## src/rtl/hazard_tracker.sv

```systemverilog
// ============================================================================
//  Module      : hazard_tracker
//  Description : Tuse/Tnew hazard unit for a 5-stage MIPS pipeline: ID stall,
//                E-stage bubble injection, operand forwarding selects and
//                mult/div busy tracking.
//  Revision    : 1.0 - initial release
// ============================================================================
`default_nettype none

module hazard_tracker #(
    parameter int TW     = 2,
    parameter int AW     = 5,
    parameter int MD_LAT = 5,
    parameter int MD_CW  = 3
) (
    input  logic          clk,
    input  logic          reset,
    input  logic [AW-1:0] id_rs,
    input  logic [AW-1:0] id_rt,
    input  logic          id_rs_used,
    input  logic          id_rt_used,
    input  logic [TW-1:0] id_tuse_rs,
    input  logic [TW-1:0] id_tuse_rt,
    input  logic [AW-1:0] id_waddr,
    input  logic [TW-1:0] id_tnew,
    input  logic          id_md_use,
    input  logic          md_start,
    output logic          stall,
    output logic          md_busy,
    output logic [1:0]    fwd_rs,
    output logic [1:0]    fwd_rt
);

    localparam logic [MD_CW-1:0] c_md_lat = MD_CW'(MD_LAT);

    logic [AW-1:0]    r_e_waddr, r_m_waddr, r_w_waddr;
    logic [TW-1:0]    r_e_tnew,  r_m_tnew,  r_w_tnew;
    logic [MD_CW-1:0] r_md_cnt;

    logic             w_rs_hazard, w_rt_hazard;

    function automatic logic [TW-1:0] sat_dec(input logic [TW-1:0] x);
        return (x == '0) ? '0 : x - TW'(1);
    endfunction

    // Youngest matching slot decides; an older match behind it is never consulted.
    function automatic logic src_hazard(input logic [AW-1:0] a,
                                        input logic          used,
                                        input logic [TW-1:0] tuse);
        logic h;
        h = 1'b0;
        if (used && (a != '0)) begin
            if (r_e_waddr == a)
                h = (r_e_tnew > tuse);
            else if (r_m_waddr == a)
                h = (r_m_tnew > tuse);
            else if (r_w_waddr == a)
                h = (r_w_tnew > tuse);
        end
        return h;
    endfunction

    function automatic logic [1:0] src_fwd(input logic [AW-1:0] a);
        logic [1:0] f;
        f = 2'd0;
        if (a != '0) begin
            if (r_e_waddr == a)
                f = (r_e_tnew == '0) ? 2'd1 : 2'd0;
            else if (r_m_waddr == a)
                f = (r_m_tnew == '0) ? 2'd2 : 2'd0;
            else if (r_w_waddr == a)
                f = (r_w_tnew == '0) ? 2'd3 : 2'd0;
        end
        return f;
    endfunction

    assign w_rs_hazard = src_hazard(id_rs, id_rs_used, id_tuse_rs);
    assign w_rt_hazard = src_hazard(id_rt, id_rt_used, id_tuse_rt);

    assign md_busy = (r_md_cnt != '0) | md_start;
    assign stall   = w_rs_hazard | w_rt_hazard | (id_md_use & md_busy);
    assign fwd_rs  = src_fwd(id_rs);
    assign fwd_rt  = src_fwd(id_rt);

    // Slots always advance; a stall only turns the entering E slot into a bubble.
    always_ff @(posedge clk) begin
        if (reset) begin
            r_e_waddr <= '0;
            r_e_tnew  <= '0;
            r_m_waddr <= '0;
            r_m_tnew  <= '0;
            r_w_waddr <= '0;
            r_w_tnew  <= '0;
        end else begin
            r_e_waddr <= stall ? '0 : id_waddr;
            r_e_tnew  <= stall ? '0 : id_tnew;
            r_m_waddr <= r_e_waddr;
            r_m_tnew  <= sat_dec(r_e_tnew);
            r_w_waddr <= r_m_waddr;
            r_w_tnew  <= sat_dec(r_m_tnew);
        end
    end

    always_ff @(posedge clk) begin
        if (reset)
            r_md_cnt <= '0;
        else if (md_start)
            r_md_cnt <= c_md_lat;
        else if (r_md_cnt != '0)
            r_md_cnt <= r_md_cnt - MD_CW'(1);
    end

endmodule

`default_nettype wire
```

## config.mk

```make
export PLATFORM = sky130hd
export DESIGN_NAME = hazard_tracker
export DESIGN_NICKNAME = d
export VERILOG_FILES = /design/src/rtl/hazard_tracker.sv
export SDC_FILE = /design/constraint.sdc
export NUM_CORES = 1
export LEC_CHECK = 0
export CORE_UTILIZATION = 51
export DETAILED_ROUTE_END_ITERATION = 6
export PLACE_DENSITY = 0.79
export SLEW_MARGIN = 20
export SYNTH_ARGS = -nofsm -noshare
export SYNTH_HDL_FRONTEND = slang
export SYNTH_SLANG_ARGS = --single-unit
```

## constraint.sdc

```tcl
create_clock -name clk -period 2.2 [get_ports clk]
set_input_delay 0.33 -clock clk [delete_from_list [all_inputs] [get_ports clk]]
set_output_delay 0.33 -clock clk [all_outputs]
set_load 0.005 [all_outputs]
```

==> out/results.ini <==
[yosys]
netlist_top_cells_count = 24 x dfxtp_1, 17 x ha_1, 16 x inv_1, 16 x xor2_1, 15 x xnor2_1
synth.avg_cell_area_um2 = 9.19
synth_mux_area_share_pct = 1.26
syn_area_mm2 = 0.00159
synth_seq_cells = 24
synth_fp_nets = 217
synth-seq-area-share_pct = 30.2
synth_ff_type = dfxtp_1
yosys.area_share.simple_pct = 24.0
yosys.area_share.adder_pct = 13.4
async_reset_ff_share_pct = 0
yosysMostFrequentCell = dfxtp_1
synth_top_family_by_area = simple AND/OR/NAND/NOR gates
synth_cells = 173
synth_compound_area_share_pct = 9.83
synthXorXnorAreaFrac_pct = 17.1
synth-edff-count = 0
synth.area.top_cells = dfxtp_1 30%, ha_1 13%, xor2_1 8.8%
yosysTopAreaCell = dfxtp_1
yosysWarningCount = 0
ys_types = 28
netlist.area_leader.share_pct = 30.2

[clocking]
cts_made_buffers = 3
clk_latency_ns = 0.32
ctsLongestPathBuffers = 2
clock-sinks = 24
htree_num_levels = 1
clk_pin_slew_ns = 0.13
clk_root_buffer_cell = clkbuf_4
cts_tree = yes

[worst_setup_path]
crit_type = register to output pin
worst_ep_arrival_time_ns = 2.05
worstPathMaxFanout = 3
cp-end-kind = output pin
crit_required_ns = 1.87
startpoint_type = register

[sta]
worst_pin_slew_ns = 0.291
final.setup_skew_ns = 0.00267
finalCriticalPeriod_ns = 2.38
tns_ns = -0.557
drv_slew = 0
slew_headroom_pct = 80.6
timing.fmax_mhz = 420
setup_violations = 4
finalCritPeriodShare_pct = 108
hold_viol_final = 0
rsz0062_at_grt = yes
fin_ws_ns = -0.184
hold_slack_ns = 0.428

[die]
start_util_pct = 55.7
num_rows = 19
dieArea_mm2 = 0.00335
core_mm2 = 0.00285
die_w_um = 57.8
io_pins = 33
die_y_um = 57.8

[place]
post-place-ws_ns = -0.716
placed_cell_area_mm2 = 0.00217
hpwlAfterDp_um = 3120
place_inst = 264
port_buffers = 32
globalplace.congestion = 0.946

[pwr]
p_clk_share_pct = 22.0
vdd_ir_drop_max_mv = 0.436
power_density_mw_per_mm2 = 453
p_leak_nw = 1.04
fin_total_pwr_mw = 1.08
netSwitchingPower_mw = 0.327
internal_power_mw = 0.750
combPwrFrac_pct = 32.9
seqPwrFrac_pct = 45.1
swShare_pct = 30.4

[min_path]
hold_class = register to register

[finish]
fin_cells = 272
drive_above_1_share_pct = 37.3
nets = 286
postLayoutCoreUtil_pct = 83.4
area.growth.synth_to_final_pct = 49.6
fin_area_mm2 = 0.00238
diodes = 0

[flow_run]
cap_viol_max_count = 0

[global_route]
grt_max_degree = 25
antenna_found_initial = 0
grt_pass1_vias = 1538
met3_usage_pct = 4.02
grt_util_met2_pct = 46.8
grt-ovfl-total = 0
grt_pass1_wl_um = 6870
grt_most_used_layer = met2
grtUsageTotal_pct = 26.8
grt_util_met1_pct = 34.1

[route]
drt_pre_antenna_iters = 6
via_per_inst = 5.43
drtAntennaViolNets = 0
wl_per_cell_um = 15.5
drt_iter0_drc = 51
drc_errors = 2
num_vias = 1477
routed_wl_um = 4210

[status]
failed_checks = design-rule violations, negative setup slack
outcome = finished, violations left

[worst max-delay path, stage by stage (launching register included)]
cell and delay [ns]:
dfxtp_2 0.40, xnor2_2 0.12, nand2_1 0.08, o311a_1 0.35, a221oi_2 0.33, o21ai_4 0.07
or2_1 0.25, buf_2 0.13
[cell type report]
| cell class | count | area [um2] |
|---|---|---|
| Tap cell | 31 | 38.8 |
| Inverter | 16 | 60.1 |
| Multi-Input combinational cell | 131 | 1200 |
| Sequential cell | 24 | 492 |
| Clock buffer | 4 | 36.3 |
| Fill cell | 167 | 474 |
| Timing Repair Buffer | 66 | 551 |
[path summary, 6_finish.rpt]
path / from / end / slack [ns] / depth (start not counted)
worst max-delay path: r_m_waddr[0]$_SDFF_PP0_ / stall / -0.18 / 7
worst min-delay path: r_e_tnew[0]$_SDFF_PP0_ / r_m_tnew[0]$_SDFF_PP0_ / 0.43 / 1
worst max register to register: r_m_waddr[0]$_SDFF_PP0_ / r_e_waddr[4]$_SDFF_PP0_ / 0.34 / 7
worst min register to register: r_e_tnew[0]$_SDFF_PP0_ / r_m_tnew[0]$_SDFF_PP0_ / 0.43 / 1
[layout by cell type, fill, tap and decap left out, drive strengths merged, types with 3 or more instances in the layout]
cell type | Yosys | routed
nor2b | 13 | 13
o21ai | 5 | 5
nand2 | 6 | 6
nor3 | 12 | 12
inv | 16 | 16
nor2 | 10 | 10
clkdlybuf4s50 | 0 | 14
xor2 | 16 | 16
dfxtp | 24 | 24
nand3 | 3 | 3
nor4b | 7 | 7
clkbuf | 0 | 5
ha | 17 | 17
dlygate4sd2 | 0 | 8
a21oi | 11 | 11
buf | 2 | 38
xnor2 | 15 | 15
clkdlybuf4s15 | 0 | 4
[timing repair]
item | CTS | global route
hold buffers | 0 | 0
pin swaps | 17 | 7
gates resized for setup | 68 | 9
setup endpoints to repair | 5 | 6
setup buffers | 3 | 1
[logic make-up after synthesis]
group / count (synthesis)
adders and majority gates: 17
muxes: 2
DFF: 24
buffers and inverters: 18
xor gates and xnor gates: 31
AOI/OAI and AO/OA: 22
and+or+nand+nor: 59
[registers in the layout (all words and copies together) (netlist names)]
signal	flops
r_w_tnew	2
r_m_waddr	5
r_e_waddr	5
r_md_cnt	3
r_e_tnew	2
r_m_tnew	2
r_w_waddr	5
[per-layer routing]
metal | vias up | wire (um)
met4 | 0 | 88
met1 | 706 | 1860
li1 | 728 | -
met2 | 33 | 2110
met3 | 10 | 154
met5 | - | 0
[power groups by stage]
| stage | sequential [mW] | combinational, mW | clock [mW] |
|---|---|---|---|
| detailed placement | 0.488 | 0.320 | 0 |
| global placement | 0.487 | 0.305 | 0 |
| finish | 0.486 | 0.354 | 0.237 |
| global route | 0.489 | 0.387 | 0.270 |
| CTS | 0.483 | 0.344 | 0.239 |
| floorplan | 0.483 | 0.167 | 0 |
Power figures use the tool's default switching activity.
==> variant (same flow settings) <==
Take the reset off `r_m_waddr` and load it in a clocked block of its own.
--- a/src/rtl/hazard_tracker.sv
+++ b/src/rtl/hazard_tracker.sv
@@ -89,3 +89,2 @@
             r_e_tnew  <= '0;
-            r_m_waddr <= '0;
             r_m_tnew  <= '0;
@@ -96,3 +95,2 @@
             r_e_tnew  <= stall ? '0 : id_tnew;
-            r_m_waddr <= r_e_waddr;
             r_m_tnew  <= sat_dec(r_e_tnew);
@@ -101,2 +99,6 @@
         end
+    end
+
+    always_ff @(posedge clk) begin
+        r_m_waddr <= r_e_waddr;
     end
Check against the original RTL: differs if reset is asserted again (counterexample within 4 cycles, from zero or initial values and one cycle with reset high); with reset held inactive, the same outputs for 10 cycles.
==> variant against the unedited design <==
- the run still ends with design-rule violations, negative setup slack left
- area after synthesis fell by 3.6%
- maximum frequency down 3.8%
- non-clock buffer count down 3
- design area decreased by 3.2%
- sequential cell count did not move
- worst setup slack worse by 0.095 ns
- total power grew 8.5%
- wire length up 4.8%
- count of clock-buffer cells in the layout decreased by 1
==> variant: results (changes against the unedited design) <==
| Metric | Value |
|---|---|
| Ys async rst share | `0 (unchanged)` |
| Pleak | `1.02 nW (was 1.04 nW)` |
| Gpl congestion | `0.987 (was 0.946)` |
| Largest regs | `r_e_waddr: 5 flops, r_m_waddr: 5 flops, r_w_waddr: 5 flops (unchanged)` |
| Post-DP HPWL | `3.08 mm (was 3.12 mm)` |
| Top_reg_cell synth | `dfxtp_1 (unchanged)` |
| Fin Clk Skew | `0.00514 ns (was 0.00267 ns)` |
| Clock latency on the worst-skew pair | `0.32 ns (about the same)` |
| Worst reg2reg path depth | `9 (was 7)` |
| Top cells by count, synth | `dfxtp_1, inv_1, ha_1, xnor2_1 (was dfxtp_1, ha_1, inv_1, xor2_1, xnor2_1)` |
| H-Tree Depth | `1 (unchanged)` |
| Tmin final | `2.48 ns (was 2.38 ns)` |
| Drt drc | `4 (was 2)` |
| Critical path arrival | `2.15 ns (was 2.05 ns)` |
| Initial DRC count | `85 (was 51)` |
| Setup WS post-layout | `-0.279 ns (was -0.184 ns)` |
| Largest net degree at the start of global routing | `20 (was 25)` |
| CTS max path bufs | `2 (unchanged)` |
| Layout cells sized above 1 | `0.312 (was 0.373)` |
| Hold path start | `r_e_waddr[1] (was r_e_tnew[0])` |
| Fillers | `174 (was 167)` |
| Crit path from | `id_rs[3] (was r_m_waddr[0])` |
| Total GRT Usage | `0.291 (was 0.268)` |
| Drt first pass iters | `6 (unchanged)` |
| Unique masters post-synth | `30 (was 28)` |
| Critical path peak fanout | `4 (was 3)` |
| Sequential share of the synthesized area | `0.313 (was 0.302)` |
| Ys Warns | `0 (unchanged)` |
| Synth Net Count | `216 (was 217)` |
| Global-route wire length before repair | `7.09 mm (was 6.87 mm)` |
| Initial antenna violation count | `0 (unchanged)` |
| Nets@finish | `282 (was 286)` |
| Worst VDD drop | `558 uV (was 436 uV)` |
| Vias in the first global route | `1564 (was 1538)` |
| Status | `finished, violations left (unchanged)` |
| Failing checks | `design-rule violations, negative setup slack (unchanged)` |
| Final wirelength | `4.41 mm (was 4.21 mm)` |
| R2R Path Start | `r_m_waddr[0] (unchanged)` |
| Port Buffers | `32 (unchanged)` |
| Setup_tns | `-1.24 ns (was -0.557 ns)` |
| CTS clk-pin slew, worst paths | `0.13 ns (about the same)` |
| Endpoints failing setup | `5 (was 4)` |
| Vias | `1484 (was 1477)` |
| Worst-Margin Slew | `0.808 ns (was 0.291 ns)` |
| Sw Pwr | `0.331 mW (was 0.327 mW)` |
| Hold depth | `0 (was 1)` |
| Ranking of synthesized cells by area | `dfxtp_1, ha_1, xnor2_1 (was dfxtp_1, ha_1, xor2_1)` |
| Clock root buffer | `clkbuf_4 (unchanged)` |
| HP Class | `reg2reg (unchanged)` |
| Num CTS Buffers | `3 (unchanged)` |
-- variant: area by class of cell --
class	count	share of cell area
Clock buffer	3	0.00978
Clock inverter	1	0.0130
Inverter	19	0.0310
Multi-Input combinational cell	127	0.483
Sequential cell	24	0.215
Tap cell	31	0.0168
Timing Repair Buffer	63	0.231
-- variant: path summary, 6_finish.rpt --
check                           slack (ns)      endpoint
worst min-delay path                  0.40  r_m_waddr[1]
worst max register to register        0.07   r_e_tnew[1]
worst min register to register        0.40  r_m_waddr[1]
worst max-delay path                 -0.28         stall
-- variant: worst max-delay path: stages --
cell,delay (ns)
dlygate4sd2_1,0.31
xnor2_1,0.20
nand2_1,0.09
buf_4,0.14
buf_4,0.12
nor3_1,0.28
buf_4,0.20
a221oi_4,0.06
o21ai_2,0.17
or2_1,0.13
buf_2,0.11
-- variant: through the flow --
| step | cells | utilization | power [mW] | area (um^2) | worst slack, ns |
|---|---|---|---|---|---|
| 3_5_place_dp | 258 | 0.739 | 0.810 | 2070 | -0.789 |
| 5_1_grt | 268 | 0.821 | 1.23 | 2300 | -0.371 |
| 4_1_cts | 267 | 0.787 | 1.14 | 2210 | -0.285 |
| 2_1_floorplan | 172 | - | 0.656 | 1530 | 0.309 |
| 3_3_place_gp | 258 | 0.739 | 0.792 | 2070 | -0.650 |
| 6_report | 268 | 0.821 | 1.17 | 2300 | -0.279 |
-- variant: power groups by stage --
| stage | sequential [mW] | clock, mW | combinational [mW] |
|---|---|---|---|
| after CTS | 0.487 | 0.323 | 0.329 |
| after global placement | 0.494 | 0 | 0.298 |
| after detailed placement | 0.496 | 0 | 0.315 |
| after floorplan | 0.491 | 0 | 0.165 |
| after global routing | 0.493 | 0.338 | 0.395 |
| final | 0.490 | 0.319 | 0.360 |
-- variant: cell families (layout without fill, tap and decap cells) --
group	after synthesis	count (layout)	share of synthesized area
compound gates	26	26	0.115
xor+xnor	27	27	0.154
fa+ha+maj	17	17	0.139
buf+inv	21	86	0.0514
flops	24	24	0.313
mux	2	2	0.0131
simple gates	55	55	0.214
-- variant: layer usage --
metal  up-vias  share of wire  global-route usage  wire (um)
met1       702           0.41               0.354       1790
met4         0          0.022               0.146         99
met5         -              0                   0          0
met2        50           0.51               0.509       2270
met3         8          0.058              0.0276        257
li1        724              -                   -          -
-- variant: repair_timing --
item	CTS	global route
gates resized for setup	45	22
endpoints found under the hold margin	0	0
setup buffers	5	1
endpoints found under the setup margin	5	9
hold buffers	0	0
pin swaps	13	14
